===== src/rtl/blake2_io_pkg.sv =====
// Shared encodings for the BLAKE2 host command interface: commands, FSM states
// and the two supported core block sizes.
package blake2_io_pkg;

    typedef enum logic [1:0] {
        CMD_CONF  = 2'd0,
        CMD_START = 2'd1,
        CMD_DATA  = 2'd2,
        CMD_ABORT = 2'd3
    } cmd_e;

    localparam logic [2:0] ST_IDLE  = 3'd0;
    localparam logic [2:0] ST_CONF  = 3'd1;
    localparam logic [2:0] ST_READY = 3'd2;
    localparam logic [2:0] ST_DATA  = 3'd3;
    localparam logic [2:0] ST_HASH  = 3'd4;

    localparam int unsigned B2S_BLOCK = 64;
    localparam int unsigned B2B_BLOCK = 128;

endpackage


===== src/rtl/blake2_io_intf_p_if.sv =====
// Host-side bundle of the BLAKE2 command interface: command beats in,
// flow-control/error status and registered hash bytes out.
interface blake2_io_intf_p_if #(
    parameter int unsigned BPB = 1
) ();
    logic               valid_i;
    logic [1:0]         cmd_i;
    logic [8*BPB-1:0]   data_i;
    logic               ready_v_o;
    logic               err_o;
    logic               hash_v_o;
    logic [7:0]         hash_o;

    modport master (
        output valid_i, cmd_i, data_i,
        input  ready_v_o, err_o, hash_v_o, hash_o
    );

    modport slave (
        input  valid_i, cmd_i, data_i,
        output ready_v_o, err_o, hash_v_o, hash_o
    );
endinterface


===== src/rtl/blake2_io_last_calc.sv =====
// Combinational last-block test: total = ll (+ one key block when kk != 0);
// a block is last once its end offset reaches total.
module blake2_io_last_calc #(
    parameter int unsigned BLOCK_BYTES = 64,
    parameter int unsigned LL_W        = 64,
    parameter int unsigned KK_W        = 6
) (
    input  logic [KK_W-1:0] kk_i,
    input  logic [LL_W-1:0] ll_i,
    input  logic [LL_W-1:0] blk_cnt_i,
    output logic            last_o
);
    localparam int unsigned    TW  = LL_W + 1;
    localparam logic [TW-1:0]  BLK = TW'(BLOCK_BYTES);
    localparam logic [TW-1:0]  ONE = TW'(1);

    logic [TW-1:0] total;
    logic [TW-1:0] blk_end;

    always_comb begin
        total   = {1'b0, ll_i} + ((kk_i != '0) ? BLK : '0);
        blk_end = ({1'b0, blk_cnt_i} + ONE) * BLK;
        last_o  = (blk_end >= total);
    end
endmodule


===== src/rtl/blake2_io_intf_p.sv =====
// Parametrised BLAKE2s/BLAKE2b host interface: decodes commands, captures
// kk/nn/ll, streams padded blocks BPB bytes per beat and relays hash bytes.
module blake2_io_intf_p
    import blake2_io_pkg::*;
#(
    parameter int unsigned BPB         = 1,
    parameter int unsigned BLOCK_BYTES = B2S_BLOCK,
    parameter int unsigned LL_W        = 64,
    parameter int unsigned KK_W        = 6
) (
    input  logic                             clk,
    input  logic                             nreset,
    input  logic                             en_i,
    blake2_io_intf_p_if.slave                host,
    input  logic [1:0]                       output_mode_i,
    input  logic                             ready_v_i,
    input  logic                             hash_v_i,
    input  logic [7:0]                       hash_i,
    output logic [KK_W-1:0]                  kk_o,
    output logic [KK_W-1:0]                  nn_o,
    output logic [LL_W-1:0]                  ll_o,
    output logic                             data_v_o,
    output logic [8*BPB-1:0]                 data_o,
    output logic [$clog2(BLOCK_BYTES)-1:0]   data_idx_o,
    output logic                             block_first_o,
    output logic                             block_last_o,
    output logic                             slow_output_o
);
    localparam int unsigned         IDX_W     = $clog2(BLOCK_BYTES);
    localparam int unsigned         CW        = $clog2(LL_W/8 + 2);
    localparam logic [CW-1:0]       CONF_LAST = CW'(LL_W/8 + 1);
    localparam logic [IDX_W-1:0]    BPB_STEP  = IDX_W'(BPB);
    localparam logic [IDX_W-1:0]    LAST_IDX  = IDX_W'(BLOCK_BYTES - BPB);

    logic [2:0]       state_q, state_d;
    logic [CW-1:0]    conf_cnt_q, conf_cnt_d;
    logic [IDX_W-1:0] idx_q, idx_d;
    logic [LL_W-1:0]  blk_cnt_q, blk_cnt_d;
    logic             first_q, first_d;
    logic [KK_W-1:0]  hash_cnt_q, hash_cnt_d;
    logic [KK_W-1:0]  kk_q, kk_d, nn_q, nn_d;
    logic [LL_W-1:0]  ll_q, ll_d;
    logic             err_q, err_d, ready_v_q, ready_v_d;
    logic             hash_v_q, hash_v_d, slow_q, slow_d;
    logic [7:0]       hash_q, hash_d;
    logic             data_v_q, data_v_d;
    logic [8*BPB-1:0] data_q, data_d;
    logic [IDX_W-1:0] data_idx_q, data_idx_d;
    logic             block_first_q, block_first_d, block_last_q, block_last_d;
    logic             is_last;

    blake2_io_last_calc #(
        .BLOCK_BYTES (BLOCK_BYTES),
        .LL_W        (LL_W),
        .KK_W        (KK_W)
    ) u_last_calc (
        .kk_i      (kk_q),
        .ll_i      (ll_q),
        .blk_cnt_i (blk_cnt_q),
        .last_o    (is_last)
    );

    always_comb begin
        // NOTE: every target gets a default first, so no path can infer a latch.
        state_d       = state_q;       conf_cnt_d    = conf_cnt_q;
        idx_d         = idx_q;         blk_cnt_d     = blk_cnt_q;
        first_d       = first_q;       hash_cnt_d    = hash_cnt_q;
        kk_d          = kk_q;          nn_d          = nn_q;
        ll_d          = ll_q;          err_d         = err_q;
        ready_v_d     = ready_v_q;     hash_v_d      = hash_v_q;
        hash_d        = hash_q;        slow_d        = slow_q;
        data_v_d      = data_v_q;      data_d        = data_q;
        data_idx_d    = data_idx_q;    block_first_d = block_first_q;
        block_last_d  = block_last_q;

        if (en_i) begin
            data_v_d  = 1'b0;
            hash_v_d  = hash_v_i;
            hash_d    = hash_i;
            slow_d    = (output_mode_i != 2'd0);
            ready_v_d = ready_v_i & (state_q == ST_DATA) & (idx_q == '0);

            if (host.valid_i) begin
                if (host.cmd_i == CMD_ABORT) begin
                    state_d    = ST_IDLE;
                    conf_cnt_d = '0;
                    idx_d      = '0;
                    blk_cnt_d  = '0;
                    hash_cnt_d = '0;
                end else begin
                    case (state_q)
                        ST_IDLE, ST_READY: begin
                            if (host.cmd_i == CMD_CONF) begin
                                state_d    = ST_CONF;
                                conf_cnt_d = '0;
                                err_d      = 1'b0;
                            end else if (host.cmd_i == CMD_START) begin
                                state_d   = ST_DATA;
                                idx_d     = '0;
                                blk_cnt_d = '0;
                                first_d   = 1'b1;
                            end
                        end
                        ST_CONF: begin
                            if (host.cmd_i == CMD_CONF) begin
                                if (conf_cnt_q == CW'(0)) kk_d = KK_W'(host.data_i[7:0]);
                                if (conf_cnt_q == CW'(1)) nn_d = KK_W'(host.data_i[7:0]);
                                for (int b = 0; b < LL_W/8; b++) begin
                                    if (conf_cnt_q == CW'(b + 2)) ll_d[8*b +: 8] = host.data_i[7:0];
                                end
                                if (conf_cnt_q == CONF_LAST) begin
                                    state_d    = ST_READY;
                                    conf_cnt_d = '0;
                                end else begin
                                    conf_cnt_d = conf_cnt_q + CW'(1);
                                end
                            end else begin
                                err_d = 1'b1;
                            end
                        end
                        ST_DATA: begin
                            if (host.cmd_i == CMD_DATA) begin
                                // A new block may only open while the core is ready.
                                if (idx_q != '0 || ready_v_i) begin
                                    data_v_d      = 1'b1;
                                    data_d        = host.data_i;
                                    data_idx_d    = idx_q;
                                    block_first_d = first_q;
                                    block_last_d  = is_last;
                                    if (idx_q == LAST_IDX) begin
                                        idx_d     = '0;
                                        first_d   = 1'b0;
                                        blk_cnt_d = blk_cnt_q + LL_W'(1);
                                        if (is_last) state_d = ST_HASH;
                                    end else begin
                                        idx_d = idx_q + BPB_STEP;
                                    end
                                end else begin
                                    err_d = 1'b1;
                                end
                            end
                        end
                        ST_HASH: begin
                            if (host.cmd_i == CMD_DATA || host.cmd_i == CMD_START) err_d = 1'b1;
                        end
                        default: state_d = ST_IDLE;
                    endcase
                end
            end

            // Digest bytes are counted off the core so the config can be reused.
            if (state_q == ST_HASH && state_d == ST_HASH) begin
                if (hash_v_i) hash_cnt_d = hash_cnt_q + KK_W'(1);
                if (nn_q == '0 || (hash_v_i && (hash_cnt_q + KK_W'(1)) == nn_q)) begin
                    state_d    = ST_READY;
                    hash_cnt_d = '0;
                end
            end
        end
    end

    always_ff @(posedge clk or negedge nreset) begin
        // NOTE: state updates use <= so all flops sample pre-edge values together.
        if (!nreset) begin
            state_q       <= ST_IDLE;  conf_cnt_q    <= '0;
            idx_q         <= '0;       blk_cnt_q     <= '0;
            first_q       <= 1'b0;     hash_cnt_q    <= '0;
            kk_q          <= '0;       nn_q          <= '0;
            ll_q          <= '0;       err_q         <= 1'b0;
            ready_v_q     <= 1'b0;     hash_v_q      <= 1'b0;
            hash_q        <= '0;       slow_q        <= 1'b0;
            data_v_q      <= 1'b0;     data_q        <= '0;
            data_idx_q    <= '0;       block_first_q <= 1'b0;
            block_last_q  <= 1'b0;
        end else begin
            state_q       <= state_d;  conf_cnt_q    <= conf_cnt_d;
            idx_q         <= idx_d;    blk_cnt_q     <= blk_cnt_d;
            first_q       <= first_d;  hash_cnt_q    <= hash_cnt_d;
            kk_q          <= kk_d;     nn_q          <= nn_d;
            ll_q          <= ll_d;     err_q         <= err_d;
            ready_v_q     <= ready_v_d; hash_v_q     <= hash_v_d;
            hash_q        <= hash_d;   slow_q        <= slow_d;
            data_v_q      <= data_v_d; data_q        <= data_d;
            data_idx_q    <= data_idx_d; block_first_q <= block_first_d;
            block_last_q  <= block_last_d;
        end
    end

    assign host.ready_v_o = ready_v_q;
    assign host.err_o     = err_q;
    assign host.hash_v_o  = hash_v_q;
    assign host.hash_o    = hash_q;
    assign kk_o           = kk_q;
    assign nn_o           = nn_q;
    assign ll_o           = ll_q;
    assign data_v_o       = data_v_q;
    assign data_o         = data_q;
    assign data_idx_o     = data_idx_q;
    assign block_first_o  = block_first_q;
    assign block_last_o   = block_last_q;
    assign slow_output_o  = slow_q;
endmodule


===== src/flat_wrapper.sv =====
// flat-port wrapper written by rule: the top's interface ports become plain ports
module blake2_io_intf_p_flat import blake2_io_pkg::*;
#(
    parameter int unsigned BPB         = 1,
    parameter int unsigned BLOCK_BYTES = B2S_BLOCK,
    parameter int unsigned LL_W        = 64,
    parameter int unsigned KK_W        = 6
)
  (clk, nreset, en_i, output_mode_i, ready_v_i, hash_v_i, hash_i, kk_o, nn_o, ll_o, data_v_o, data_o, data_idx_o, block_first_o, block_last_o, slow_output_o, host_valid_i, host_cmd_i, host_data_i, host_ready_v_o, host_err_o, host_hash_v_o, host_hash_o);
  blake2_io_intf_p_if #(.BPB(BPB)) host_i ();
  input  logic clk;
  input  logic nreset;
  input  logic en_i;
  input  logic [1:0] output_mode_i;
  input  logic ready_v_i;
  input  logic hash_v_i;
  input  logic [7:0] hash_i;
  output logic [KK_W-1:0] kk_o;
  output logic [KK_W-1:0] nn_o;
  output logic [LL_W-1:0] ll_o;
  output logic data_v_o;
  output logic [8*BPB-1:0] data_o;
  output logic [$clog2(BLOCK_BYTES)-1:0] data_idx_o;
  output logic block_first_o;
  output logic block_last_o;
  output logic slow_output_o;
  input wire logic [$bits(host_i.valid_i)-1:0] host_valid_i;
  input wire logic [$bits(host_i.cmd_i)-1:0] host_cmd_i;
  input wire logic [$bits(host_i.data_i)-1:0] host_data_i;
  output wire logic [$bits(host_i.ready_v_o)-1:0] host_ready_v_o;
  output wire logic [$bits(host_i.err_o)-1:0] host_err_o;
  output wire logic [$bits(host_i.hash_v_o)-1:0] host_hash_v_o;
  output wire logic [$bits(host_i.hash_o)-1:0] host_hash_o;
  assign host_i.valid_i = host_valid_i;
  assign host_i.cmd_i = host_cmd_i;
  assign host_i.data_i = host_data_i;
  assign host_ready_v_o = host_i.ready_v_o;
  assign host_err_o = host_i.err_o;
  assign host_hash_v_o = host_i.hash_v_o;
  assign host_hash_o = host_i.hash_o;
  blake2_io_intf_p #(.BPB(BPB), .BLOCK_BYTES(BLOCK_BYTES), .LL_W(LL_W), .KK_W(KK_W)) u_core (.clk(clk), .nreset(nreset), .en_i(en_i), .host(host_i), .output_mode_i(output_mode_i), .ready_v_i(ready_v_i), .hash_v_i(hash_v_i), .hash_i(hash_i), .kk_o(kk_o), .nn_o(nn_o), .ll_o(ll_o), .data_v_o(data_v_o), .data_o(data_o), .data_idx_o(data_idx_o), .block_first_o(block_first_o), .block_last_o(block_last_o), .slow_output_o(slow_output_o));
endmodule

===== config.mk =====
export PLATFORM = sky130hd
export DESIGN_NAME = blake2_io_intf_p_flat
export DESIGN_NICKNAME = d
export VERILOG_FILES = /design/src/rtl/blake2_io_pkg.sv /design/src/rtl/blake2_io_intf_p_if.sv /design/src/rtl/blake2_io_last_calc.sv /design/src/rtl/blake2_io_intf_p.sv /design/src/flat_wrapper.sv
export SDC_FILE = /design/constraint.sdc
export NUM_CORES = 1
export LEC_CHECK = 0
export CELL_PAD_IN_SITES_DETAIL_PLACEMENT = 1
export CELL_PAD_IN_SITES_GLOBAL_PLACEMENT = 1
export CORE_AREA = 2 2 170 172
export DETAILED_ROUTE_END_ITERATION = 8
export DIE_AREA = 0 0 172 174
export PLACE_DENSITY = 0.83
export SLEW_MARGIN = 20
export SYNTH_ARGS = -nofsm -noshare
export SYNTH_HDL_FRONTEND = slang
export SYNTH_HIERARCHICAL = 1
export SYNTH_SLANG_ARGS = --single-unit

===== constraint.sdc =====
create_clock -name clk -period 9.6 [get_ports clk]
set_input_delay 2.88 -clock clk [delete_from_list [all_inputs] [get_ports clk]]
set_output_delay 2.88 -clock clk [all_outputs]
set_load 0.02 [all_outputs]

==> reports/summary.txt <==
Power Dens Cells - 138 mW/mm²
Core Util, Final - 50.7%
Hold Slack - 496 ps
CTS Buffer Depth - 2
post-cts resize count - 0
Die Wd - 172 µm
Min-Delay Path Depth - 1
gr usage total - 25.6%
largest net degree at the start of global routing - 121
worst hold path class - register to register
antenna-violating nets left - 0
post-synth design cell area - 0.0122 mm²
CP arrival - 6530 ps
Slowest-stage cell, CP - clkdlybuf4s50_1
IO Count - 131
cts bufs inserted - 17
H-tree depth - 4
vias in the first global route - 11000
Inserted Diodes - 0
grt ovf - 0
Initial DRC Count - 589
Crit. Startpoint - en_i
Vias - 10300
fin nets - 1459
drt total wl - 37.4 mm
Reg area - 0.00460 mm²
nature of the critical path endpoint - register
critical path, cell by cell - clkdlybuf4s50_1, nand2_2, a21oi_2, and4_1, nand4_1, or4_1, a21oi_1
initial antenna violation count - 1
FMAX - 0.162 GHz
slowest stage delay, CP - 930 ps
Place WS - 3060 ps
chip height - 174 µm
Post-CTS Hold Buffers - 0
CTS clk-pin slew, worst paths - 70 ps
Worst-Skew Late Latency - 440 ps
die area - 0.0299 mm²
leakage power - 6.17 nW
worst setup margin - 3430 ps
outcome - completed
syn avg cell area - 9.70 µm²
Final Critical Period - 6170 ps
Starting Density - 43.1%
worst r2r path cells - 21
reg2reg start - u_core/kk_o[3]
r2r endpoint - u_core/state_q[0]
Yosys warnings - 6
Max-Cap Viols - 0
share of cells above drive strength 1 - 12.1%
final RePlAce weighted congestion - 0.818
Synth-to-Final Area Change - 17.6%
Hold EP - u_core/data_v_o
Power Total - 1.97 mW
final clock skew - 10.2 ps
CTS sink count - 184
DP HPWL - 26.7 mm
fin. max-slew vios - 0
setup bufs post-CTS - 0
Crit path required time - 9960 ps
Post-Syn Nets - 1352
PortBufs - 130
Final Cycle Share - 64.3%
global-route wire length before repair - 60.5 mm
CTS root buf - clkbuf_16
peak supply drop - 0.104 mV
clock tree from TritonCTS - built
wire per inst - 21.2 µm
Crit Path Category - input pin to register
worst slew pin tran - 1030 ps
cell row count - 62
Final setup viols - 0
CP Max Fanout - 19
DR pass1 iterations - 5
Fill cells - 3216
DRC Markers - 0
hold_sp - u_core/data_v_o
Worst slew margin - 31.3%
Setup TNS Final - 0 ps
RSZ-0062 raised after global routing - false
Syn Inst Count - 1256
Core Area - 0.0282 mm²
crit path launch type - input pin
DR vias/cell - 5.87
footprint of the multi-input gates - 0.00726 mm²
r2r setup slk - 3890 ps
Final Hold Violating Endpoints - 0
how the worst max path moves through the flow:
stage | endpoint | slack (ps) | cells after the start
after detailed placement | u_core/blk_cnt_q[52] | 3060 | 7
final | u_core/blk_cnt_q[50] | 3430 | 7
after floorplan | u_core/nn_o[0] | 4590 | 9
after global placement | u_core/blk_cnt_q[55] | 3210 | 7
after global routing | u_core/blk_cnt_q[50] | 3210 | 7
after CTS | u_core/blk_cnt_q[55] | 3540 | 7
flip-flops by register name, indices dropped and copies added, names as in the netlist, 3 cells and up:
signal	count
u_core/host.hash_o	8
u_core/data_o	8
u_core/idx_q	6
u_core/conf_cnt_q	4
u_core/kk_o	6
u_core/nn_o	6
u_core/blk_cnt_q	59
u_core/hash_cnt_q	6
u_core/state_q	3
u_core/ll_o	64
u_core/data_idx_o	6
cell type report:
type	instances	area share (%)
Tap cell	384	3.35
Inverter	32	0.838
Clock buffer	20	3.12
Clock inverter	12	0.646
Timing Repair Buffer	133	9.27
Sequential cell	184	32.1
Multi-Input combinational cell	995	50.6
power by group:
group	leakage [nW]	switching, mW	total, mW	internal (mW)
clock network	0.254	0.326	0.667	0.342
logic	3.40	0.237	0.409	0.172
registers	2.52	0.0696	0.898	0.829
per-stage QoR:
step	std cells	area, µm²
3_3_place_gp	1728	13800
4_1_cts	1760	14300
5_1_grt	1760	14300
3_5_place_dp	1728	13800
2_1_floorplan	1256	12200
6_report	1760	14300
cells in the final DEF, fill, tap and decap left out, types with 3 or more instances in the layout:
| master | count |
|---|---|
| mux2_2 | 102 |
| dfrtp_1 | 184 |
| inv_6 | 4 |
| a211oi_1 | 7 |
| inv_1 | 32 |
| clkbuf_16 | 17 |
| buf_4 | 3 |
| a21oi_1 | 49 |
| o31ai_1 | 6 |
| ha_1 | 70 |
| and4_4 | 3 |
| a32o_1 | 3 |
| mux2i_1 | 6 |
| nor2b_1 | 7 |
| clkinvlp_4 | 4 |
| a21o_1 | 14 |
| o21ai_0 | 37 |
| nor2_2 | 4 |
| xnor2_1 | 84 |
| o211ai_1 | 7 |
| and2_1 | 15 |
| nor2_4 | 3 |
| a22o_1 | 3 |
| and4_1 | 25 |
| a31oi_1 | 3 |
| and3_1 | 29 |
| nand3_1 | 73 |
| nand2b_1 | 6 |
| or3_1 | 20 |
| nor3_1 | 22 |
| xor2_1 | 72 |
| nand2_1 | 103 |
| nor2_1 | 86 |
| clkdlybuf4s50_1 | 129 |
| nand4_1 | 64 |
| nor4_1 | 16 |
| or4_1 | 9 |
worst max-delay path, delay by kind of cell:
family / cells / cell delay (ps)
and+or+nand+nor: 4 / 2170
AOI/OAI and AO/OA: 2 / 540
buffers and inverters: 1 / 930
per-layer routing:
metal / track usage (%) / up-vias / wire [µm]
met4: 8.89 / 0 / 1090
met1: 32.3 / 5289 / 15900
met3: 3.94 / 51 / 1350
met2: 44.4 / 211 / 19000
met5: 0 / - / 0
li1: - / 4778 / -
Note: power is estimated with default switching activity, not from simulation.
